[src/rtl/spiral_traverse.sv]
// Buffers one row-major matrix, then replays it as a CW/CCW spiral, raster or transpose.
// Output is a two-stage read pipeline (address, data) with valid/ready backpressure.
module spiral_traverse #(
  parameter int DATA_WIDTH = 8,
  parameter int R_WIDTH    = 3,
  parameter int C_WIDTH    = 3
) (
  input  logic                  clk,
  input  logic                  rstn,
  input  logic [R_WIDTH-1:0]    row,
  input  logic [C_WIDTH-1:0]    col,
  input  logic [1:0]            mode,
  input  logic [DATA_WIDTH-1:0] data_in,
  input  logic                  data_in_valid,
  output logic                  data_in_rdy,
  output logic [DATA_WIDTH-1:0] data_out,
  output logic                  data_out_valid,
  input  logic                  data_out_rdy,
  output logic                  data_out_last,
  output logic                  err
);
  localparam int AW    = R_WIDTH + C_WIDTH;
  localparam int DEPTH = 1 << AW;

  typedef enum logic [1:0] {IDLE = 2'd0, LOAD = 2'd1, DRAIN = 2'd2} state_t;

  state_t                state_r;
  logic [DATA_WIDTH-1:0] mem_r [DEPTH];
  logic [1:0]            mode_r, dir_r;
  logic [AW-1:0]         total_r, ld_cnt_r, iss_cnt_r, rd_addr_r;
  logic [R_WIDTH-1:0]    wr_row_r, cur_row_r, top_r, bot_r;
  logic [C_WIDTH-1:0]    wr_col_r, col_m1_r, cur_col_r, left_r, right_r;
  logic                  rd_valid_r, rd_last_r;

  logic [AW-1:0]         total_s, wr_addr_s;
  logic [R_WIDTH-1:0]    nxt_row_s, nxt_top_s, nxt_bot_s;
  logic [C_WIDTH-1:0]    nxt_col_s, nxt_left_s, nxt_right_s;
  logic [1:0]            nxt_dir_s;
  logic                  in_hs_s, dims_ok_s, out_ready_s, rd_ready_s, issue_s, wr_en_s;

  assign total_s     = AW'(row) * AW'(col);
  assign in_hs_s     = data_in_valid & data_in_rdy;
  assign dims_ok_s   = (row != {R_WIDTH{1'b0}}) && (col != {C_WIDTH{1'b0}});
  assign out_ready_s = !data_out_valid || data_out_rdy;
  assign rd_ready_s  = !rd_valid_r || out_ready_s;
  // The element counter, not the bounds, ends the frame, so degenerate shapes never repeat.
  assign issue_s     = (state_r == DRAIN) && (iss_cnt_r != total_r) && rd_ready_s;
  assign wr_en_s     = in_hs_s && ((state_r == LOAD) || ((state_r == IDLE) && dims_ok_s));

  // Write address: the first beat of a frame always lands at {0,0}.
  always_comb begin
    if (state_r == IDLE) begin
      wr_addr_s = {AW{1'b0}};
    end else begin
      wr_addr_s = {wr_row_r, wr_col_r};
    end
  end

  // Frame buffer; contents are deliberately left out of reset.
  always_ff @(posedge clk) begin
    if (wr_en_s) begin
      mem_r[wr_addr_s] <= data_in;
    end
  end

  // Next traversal position; a leg end shrinks its bound and turns in the same step.
  always_comb begin
    nxt_row_s = cur_row_r;  nxt_col_s = cur_col_r;  nxt_dir_s = dir_r;
    nxt_top_s = top_r;      nxt_bot_s = bot_r;
    nxt_left_s = left_r;    nxt_right_s = right_r;
    case (mode_r)
      2'd0: begin
        case (dir_r)
          2'd0: if (cur_col_r != right_r) nxt_col_s = cur_col_r + C_WIDTH'(1);
                else begin nxt_top_s = top_r + R_WIDTH'(1); nxt_dir_s = 2'd1; nxt_row_s = cur_row_r + R_WIDTH'(1); end
          2'd1: if (cur_row_r != bot_r) nxt_row_s = cur_row_r + R_WIDTH'(1);
                else begin nxt_right_s = right_r - C_WIDTH'(1); nxt_dir_s = 2'd2; nxt_col_s = cur_col_r - C_WIDTH'(1); end
          2'd2: if (cur_col_r != left_r) nxt_col_s = cur_col_r - C_WIDTH'(1);
                else begin nxt_bot_s = bot_r - R_WIDTH'(1); nxt_dir_s = 2'd3; nxt_row_s = cur_row_r - R_WIDTH'(1); end
          default: if (cur_row_r != top_r) nxt_row_s = cur_row_r - R_WIDTH'(1);
                else begin nxt_left_s = left_r + C_WIDTH'(1); nxt_dir_s = 2'd0; nxt_col_s = cur_col_r + C_WIDTH'(1); end
        endcase
      end
      2'd1: begin
        case (dir_r)
          2'd0: if (cur_row_r != bot_r) nxt_row_s = cur_row_r + R_WIDTH'(1);
                else begin nxt_left_s = left_r + C_WIDTH'(1); nxt_dir_s = 2'd1; nxt_col_s = cur_col_r + C_WIDTH'(1); end
          2'd1: if (cur_col_r != right_r) nxt_col_s = cur_col_r + C_WIDTH'(1);
                else begin nxt_bot_s = bot_r - R_WIDTH'(1); nxt_dir_s = 2'd2; nxt_row_s = cur_row_r - R_WIDTH'(1); end
          2'd2: if (cur_row_r != top_r) nxt_row_s = cur_row_r - R_WIDTH'(1);
                else begin nxt_right_s = right_r - C_WIDTH'(1); nxt_dir_s = 2'd3; nxt_col_s = cur_col_r - C_WIDTH'(1); end
          default: if (cur_col_r != left_r) nxt_col_s = cur_col_r - C_WIDTH'(1);
                else begin nxt_top_s = top_r + R_WIDTH'(1); nxt_dir_s = 2'd0; nxt_row_s = cur_row_r + R_WIDTH'(1); end
        endcase
      end
      2'd2: begin
        if (cur_col_r != right_r) nxt_col_s = cur_col_r + C_WIDTH'(1);
        else begin nxt_col_s = {C_WIDTH{1'b0}}; nxt_row_s = cur_row_r + R_WIDTH'(1); end
      end
      default: begin
        if (cur_row_r != bot_r) nxt_row_s = cur_row_r + R_WIDTH'(1);
        else begin nxt_row_s = {R_WIDTH{1'b0}}; nxt_col_s = cur_col_r + C_WIDTH'(1); end
      end
    endcase
  end

  // Control FSM, load/traversal counters and the registered output pipeline.
  always_ff @(posedge clk or negedge rstn) begin
    if (!rstn) begin
      state_r <= IDLE;            data_in_rdy <= 1'b0;        err <= 1'b0;
      data_out <= {DATA_WIDTH{1'b0}};  data_out_valid <= 1'b0;  data_out_last <= 1'b0;
      mode_r <= 2'd0;             dir_r <= 2'd0;
      total_r <= {AW{1'b0}};      ld_cnt_r <= {AW{1'b0}};
      iss_cnt_r <= {AW{1'b0}};    rd_addr_r <= {AW{1'b0}};
      wr_row_r <= {R_WIDTH{1'b0}};  cur_row_r <= {R_WIDTH{1'b0}};
      top_r <= {R_WIDTH{1'b0}};     bot_r <= {R_WIDTH{1'b0}};
      wr_col_r <= {C_WIDTH{1'b0}};  col_m1_r <= {C_WIDTH{1'b0}};
      cur_col_r <= {C_WIDTH{1'b0}}; left_r <= {C_WIDTH{1'b0}};
      right_r <= {C_WIDTH{1'b0}};
      rd_valid_r <= 1'b0;         rd_last_r <= 1'b0;
    end else begin
      err <= 1'b0;
      case (state_r)
        IDLE: begin
          data_in_rdy <= 1'b1;
          if (in_hs_s) begin
            if (!dims_ok_s) begin
              err <= 1'b1;
            end else begin
              mode_r    <= mode;
              total_r   <= total_s;
              col_m1_r  <= col - C_WIDTH'(1);
              ld_cnt_r  <= AW'(1);
              if (col == C_WIDTH'(1)) begin
                wr_col_r <= {C_WIDTH{1'b0}};  wr_row_r <= R_WIDTH'(1);
              end else begin
                wr_col_r <= C_WIDTH'(1);      wr_row_r <= {R_WIDTH{1'b0}};
              end
              cur_row_r <= {R_WIDTH{1'b0}};  cur_col_r <= {C_WIDTH{1'b0}};
              top_r     <= {R_WIDTH{1'b0}};  left_r    <= {C_WIDTH{1'b0}};
              bot_r     <= row - R_WIDTH'(1); right_r  <= col - C_WIDTH'(1);
              dir_r     <= 2'd0;             iss_cnt_r <= {AW{1'b0}};
              if (total_s == AW'(1)) begin
                state_r <= DRAIN;  data_in_rdy <= 1'b0;
              end else begin
                state_r <= LOAD;
              end
            end
          end
        end
        LOAD: begin
          if (in_hs_s) begin
            ld_cnt_r <= ld_cnt_r + AW'(1);
            if (wr_col_r == col_m1_r) begin
              wr_col_r <= {C_WIDTH{1'b0}};  wr_row_r <= wr_row_r + R_WIDTH'(1);
            end else begin
              wr_col_r <= wr_col_r + C_WIDTH'(1);
            end
            if (ld_cnt_r == total_r - AW'(1)) begin
              state_r <= DRAIN;  data_in_rdy <= 1'b0;
            end
          end
        end
        DRAIN: begin
          if (data_out_valid && data_out_rdy && data_out_last) begin
            state_r <= IDLE;  data_in_rdy <= 1'b1;
          end
        end
        default: begin
          state_r <= IDLE;  data_in_rdy <= 1'b0;
        end
      endcase

      if (rd_ready_s) rd_valid_r <= issue_s;
      if (issue_s) begin
        rd_addr_r <= {cur_row_r, cur_col_r};
        rd_last_r <= (iss_cnt_r == total_r - AW'(1));
        iss_cnt_r <= iss_cnt_r + AW'(1);
        cur_row_r <= nxt_row_s;  cur_col_r <= nxt_col_s;  dir_r <= nxt_dir_s;
        top_r <= nxt_top_s;  bot_r <= nxt_bot_s;  left_r <= nxt_left_s;  right_r <= nxt_right_s;
      end

      if (out_ready_s) begin
        data_out_valid <= rd_valid_r;
        if (rd_valid_r) begin
          data_out      <= mem_r[rd_addr_r];
          data_out_last <= rd_last_r;
        end else begin
          data_out_last <= 1'b0;
        end
      end
    end
  end
endmodule

[config.mk]
export PLATFORM = sky130hd
export DESIGN_NAME = spiral_traverse
export DESIGN_NICKNAME = d
export VERILOG_FILES = /design/src/rtl/spiral_traverse.sv
export SDC_FILE = /design/constraint.sdc
export NUM_CORES = 1
export LEC_CHECK = 0
export ABC_CLOCK_PERIOD_IN_PS = 6850
export BUFFER_PORTS_ARGS = -buffer_cell sky130_fd_sc_hd__buf_2
export CORE_AREA = 2 2 274 208
export CTS_CLUSTER_SIZE = 40
export DETAILED_ROUTE_END_ITERATION = 8
export DIE_AREA = 0 0 276 210
export GPL_TIMING_DRIVEN = 0
export HOLD_SLACK_MARGIN = 0.03
export SYNTH_ARGS = -nofsm -noshare
export SYNTH_HDL_FRONTEND = slang
export SYNTH_SLANG_ARGS = --single-unit
[constraint.sdc]
create_clock -name clk -period 6.85 [get_ports clk]
set_input_delay 1.0275 -clock clk [delete_from_list [all_inputs] [get_ports clk]]
set_output_delay 1.0275 -clock clk [all_outputs]
set_load 0.02 [all_outputs]
; Yosys cells after proc, flatten, opt, wreduce, memory -nomap -nowiden
; Memory sizes are Yosys's and may differ from the RTL's. A register that Yosys moved wholly into a read port is not among the register bits.
; Cells that the tools add are included.
[op_classes]
n_addsub = 15
n_mul = 1
div = 0
magnitude_cmp = 0
eq_ne = 47
n_shift = 0
n_mux = 111
n_bitwise = 1
n_reduce_logical = 37
[op_table]
columns = operator, count
row1 = $mux W3, 53
row2 = $pmux W3 S3, 6
row3 = $mux W6, 8
row4 = $mux W2, 18
row5 = $pmux W3 S2, 6
row6 = $reduce_and A8 Y1, 4
row7 = $ne A3 B3 Y1 const B, 10
row8 = $ne A4 B4 Y1 const B, 6
row9 = $add A3 B1 Y3 const B, 6
row10 = $ne A3 B2 Y1 const B, 6
row11 = $pmux W2 S3, 3
row12 = $sub A3 B1 Y3 const B, 6
row13 = $mux W1, 14
row14 = $add A6 B1 Y6 const B, 2
row15 = $eq A6 B6 Y1, 2
row16 = $ne A3 B3 Y1, 4
row17 = $ne A6 B3 Y1 const B, 2
row18 = $pmux W6 S2, 1
row19 = $reduce_and A12 Y1, 1
row20 = $reduce_and A6 Y1, 2
row21 = $reduce_and A5 Y1, 2
row22 = $reduce_and A3 Y1, 3
row23 = $reduce_bool A2 Y1, 4
row24 = $logic_and A1 B1 Y1, 7
row25 = 21 further kinds, 36
[totals]
register_bits = 63
latchBits = 0
ram_bits = 512
romBits = 0
in_bits = 20
output_inout_bits = 12
elab_cells = 235
memories = 1
[memory_table]
columns = memory, words, width, read_ports, rd_clocked_by_memory_dff, wr, line
row1 = mem_r, 64, 8, 1, 1, 1, 28  ; logic [DATA_WIDTH-1:0] mem_r [DEPTH];

; Depth between registers and ports, before layout
[logic_depth]
ltp_word = 7
mapped_depth = 12
mapped_depth_nobuf = 12

; Least setup slack after synthesis
; OpenSTA, ideal clock, no wires.
[synth_timing]
path_type = input -> register
from = input port row[2]
to = register state_r[1]
setup_ps = 131
arrival_ps = 3094
path_slack_ps = 3625
path_stages = 12
path_cell_list = nand2_1 fa_1 inv_1 ha_1 inv_1 fa_1 xnor2_1 nor2_1 and4_1 nand4_1 nor3_1 or3_1
[synth_between]
elab_chain_len = 6
word_cells_on_any_way = 10
classes_between = mul: 1 / eq/ne: 2 / mux: 4 / reduce/logical: 3
[synth_lines]
columns = element, line
row1 = from (decl), 10  ; input logic [R_WIDTH-1:0] row,
row2 = $mul A3 B3 Y6, 41  ; assign total_s = AW'(row) * AW'(col);
row3 = $eq A6 B1 Y1, 143  ; if (total_s == AW'(1)) begin
row4 = $mux W2, 143
row5 = $mux W2, 127  ; if (!dims_ok_s) begin
row6 = $mux W2, 126  ; if (in_hs_s) begin
row7 = $pmux W2 S3, 123  ; case (state_r)
row8 = to (signal assigned), 144  ; state_r <= DRAIN; data_in_rdy <= 1'b0;
row9 = to (signal assigned), 146  ; state_r <= LOAD;
row10 = to (signal assigned), 160  ; state_r <= DRAIN; data_in_rdy <= 1'b0;
row11 = to (decl), 27  ; state_t state_r;
; Parallel ways exist; a longest one is shown, timed or not. The select of a mux whose other input is x is not followed.
; A chain may end at the register's enable or synchronous reset.

; Final worst setup path
[layout_timing]
from = input port col[0]
to = memory mem_r[16][6] (enable)
[layout_between]
elab_chain_len = 7
[layout_lines]
columns = element, line
row1 = from (decl), 11  ; input logic [C_WIDTH-1:0] col,
row2 = $reduce_bool A3 Y1, 43  ; assign dims_ok_s = (row != {R_WIDTH{1'b0}}) && (col != {C_WIDTH{1'b0}});
row3 = $logic_and A1 B1 Y1, 43
row4 = $logic_and A1 B1 Y1, 48  ; assign wr_en_s = in_hs_s && ((state_r == LOAD) || ((state_r == IDLE) && dims_ok_s));
row5 = $logic_or A1 B1 Y1, 48
row6 = $logic_and A1 B1 Y1, 48
row7 = $mux W1, 61  ; if (wr_en_s) begin
row8 = $mux W1 (not written as such), 62  ; mem_r[wr_addr_s] <= data_in;
row9 = to (decl), 28
; Every way passes these cells.

==> run metrics <==
status=complete, but fails checks; failing checks=design-rule violations; Total GRT Usage=21.8%; CTS root buffer=clkbuf_16; FF+latch area=between 15000 and 20000 µm²; switch share=33.6%; Worst EP arrival=3750 ps; Synth cell types=72; Die W=approximately 280 µm; Post-synth EDFFs=512; fill cell count=4616; gpl congestion=0.901; slowest CP cell=nor2_1; minimum clock period=3530 ps; sink count of the clock tree=583; number of global-route vias before repair=14000; Fin. Hold Viols=0; worst-case clock buffer depth=3; Syn Area/Cell=between 15 and 20 µm²; Period Utilization, post-route=51.5%; ant diodes=0; CP Capture Point=mem_r[16][6]; area of the mapped netlist=25200 µm²; Worst Path Class, Setup=in -> reg; first-pass GRT wire length=93.0 mm; maximum vdd drop=0.244 mV; Async SR Flop Fraction=12.2%; maxcap violations=0; Seq/Total Area, Yosys=68.1%; power share of the combinational group=31.5%; max-slew violations=0; DIE AREA=58000 µm²; synth top area cells=edfxtp_1, mux4_2, dfrtp_1, nor2_1, o21ai_0; Clk pwr share=29.1%; R2R Setup Slk=between 3000 and 4000 ps; clock slew seen by the registers of the worst setup and hold paths=roughly 60 ps; fmax=284 MHz; Routed WL=62.6 mm; fin cells=2403; Setup Fix Bufs, Post-CTS=0; startpoint types=input port; TNS Setup=0 ps; Routed Antenna Nets=0; CP required=7080 ps; commonest cells in the netlist=edfxtp_1, nor2_1, mux4_2, nand2_1, o21ai_0; dpl cell area=26300 µm²; register bit total from synthesis=583; crit-path max FO=10; Avg WL per Cell=26.0 µm; initial antenna violation count=1; Worst Hold Class=in -> async; drt pass-1 iters=7; leakage=roughly 9 nW; Setup Skew=30.3 ps; DR iter-0 viols=around 1700; largest net degree at the start of global routing=65; area delta synth->final=11.8%; PortBufs=31; # DRC=1; count leader, synth=edfxtp_1; final setup vio count=0; RSZ-0062 raised after global routing=false; pwr dens=384 nW/µm²; Worst-Skew Late Latency=630 ps; Multi-input gate area=roughly 7500 µm²; RR Endpoint=mem_r[21][1]; Flop pwr share=39.4%; Top FF cell, synth=edfxtp_1; worst hold margin=~260 ps; IO Count=32; path depth of the worst reg2reg path=6; Placed Cells=2297; Psw=0.00363 W; GR Overflow Total=0; hold buffers post-CTS=0; Mapped Cells=1534; post-cts resize count=0; leading area contributor after synthesis=edfxtp_1; layout cells sized above 1=18.7%; top-area cell type share of the netlist area=between 60% and 70%; starting density of the core=a little under half; CTS tree=yes; core area=55400 µm²; TritonCTS buffer count=57; Die Ht=210 µm; CP Cell Sequence=buf_2 > inv_1 > ha_1 > a21oi_1 > o21a_1 > clkbuf_1 > o21ai_1 > nor2_1; finished layout cell area=~28000 µm²; nets@finish=1674; CTS H-tree depth=2; Detail Placement HPWL=41.5 mm; worst setup path start=col[0]; via/cell ratio=5.97; CP endpoint kind=flop; num rows=between 70 and 80; crit-path max cell delay=890 ps; max_slew headroom=under 10%; Vias=14300; Worst-Margin Slew=1380 ps; syn nets=1583; Internal=0.00717 W; Warnings, synthesis=0; Critical R2R Launch=state_r[0]
==> power by group through the flow <==
stage               Combinational (W)  Clock, W  Sequential (W)
global placement              0.00333         0         0.00432
detailed placement            0.00337         0         0.00433
global route                  0.00365   0.00334         0.00428
CTS                           0.00338   0.00320         0.00425
floorplan                     0.00228         0         0.00429
finish                        0.00341   0.00315         0.00425
==> critical path, delay by kind of cell <==
family	cells	cell delay, ps
AOI/OAI and AO/OA	3	1010
adders and majority gates	1	200
buffers and inverters	3	610
and+or+nand+nor	1	890
==> cells in the final DEF, fill, tap and decap left out, drive strengths merged, types with 10 or more instances in the layout <==
cell type  instances
a21oi             22
clkbuf           110
a211oi            12
nand4             11
nor2             131
o22ai             10
mux2              14
ha                27
clkinv            22
inv               37
mux4             128
nand3             30
nor2b             11
xor2              22
dfrtp             71
xnor2             30
nand2             95
edfxtp           512
o21ai             79
buf               78
nor4              12
nor3              14
a221oi            14
nand2b            12
o221ai            12
mux2i             32
==> logic make-up (layout without fill, tap and decap cells) <==
family	count (synthesis)	after routing	synth area share, %
DFF	583	583	68.1
and+or+nand+nor	351	351	6.47
AOI/OAI and AO/OA	226	226	6.23
muxes	174	174	13.3
buffers and inverters	118	256	2.22
xor gates and xnor gates	53	53	2.14
adders and majority gates	29	29	1.50
==> flip-flops by register name (all words and copies together) (netlist names), 2 cells and up <==
register,cells
mem_r,512
data_out,8
iss_cnt_r,6
ld_cnt_r,6
rd_addr_r,6
total_r,6
bot_r,3
col_m1_r,3
cur_col_r,3
cur_row_r,3
left_r,3
right_r,3
top_r,3
wr_col_r,3
wr_row_r,3
dir_r,2
mode_r,2
state_r,2
==> routing by layer <==
layer	share of wire [%]	routed length (µm)	global-route usage, %
met5	0.16	97	1.32
met2	44	27500	31.9
met1	45	28300	33.1
met3	8.7	5410	4.90
met4	2.1	1310	5.62
==> how the worst min path moves through the flow <==
stage,from,to,depth (start not counted)
after floorplan,rd_last_r,rd_last_r,2
after global placement,rd_addr_r[3],rd_addr_r[3],2
after detailed placement,rd_addr_r[3],rd_addr_r[3],2
after CTS,rstn,total_r[0],1
after global routing,rstn,wr_col_r[1],1
final,rstn,total_r[0],1
==> area by class of cell <==
cell class | instances | share of cell area, %
clock inverter | 32 | 1.27
timing repair buffer | 32 | 0.658
inverter | 36 | 0.480
clock buffer | 74 | 5.40
tap | 731 | 3.25
buffer | 82 | 1.50
sequential | 583 | 60.9
multi-input combinational | 833 | 26.5
==> stage by stage <==
stage               utilization [%]  setup WS (ps)  power, W
global route                   50.9           3120    0.0113
detailed placement             47.5           2730   0.00770
finish                         50.9           3320    0.0108
global placement               47.4           2800   0.00765
CTS                            50.9           3390    0.0108
floorplan                         -           3630   0.00657
No activity file was read; power rests on OpenSTA's default activity.
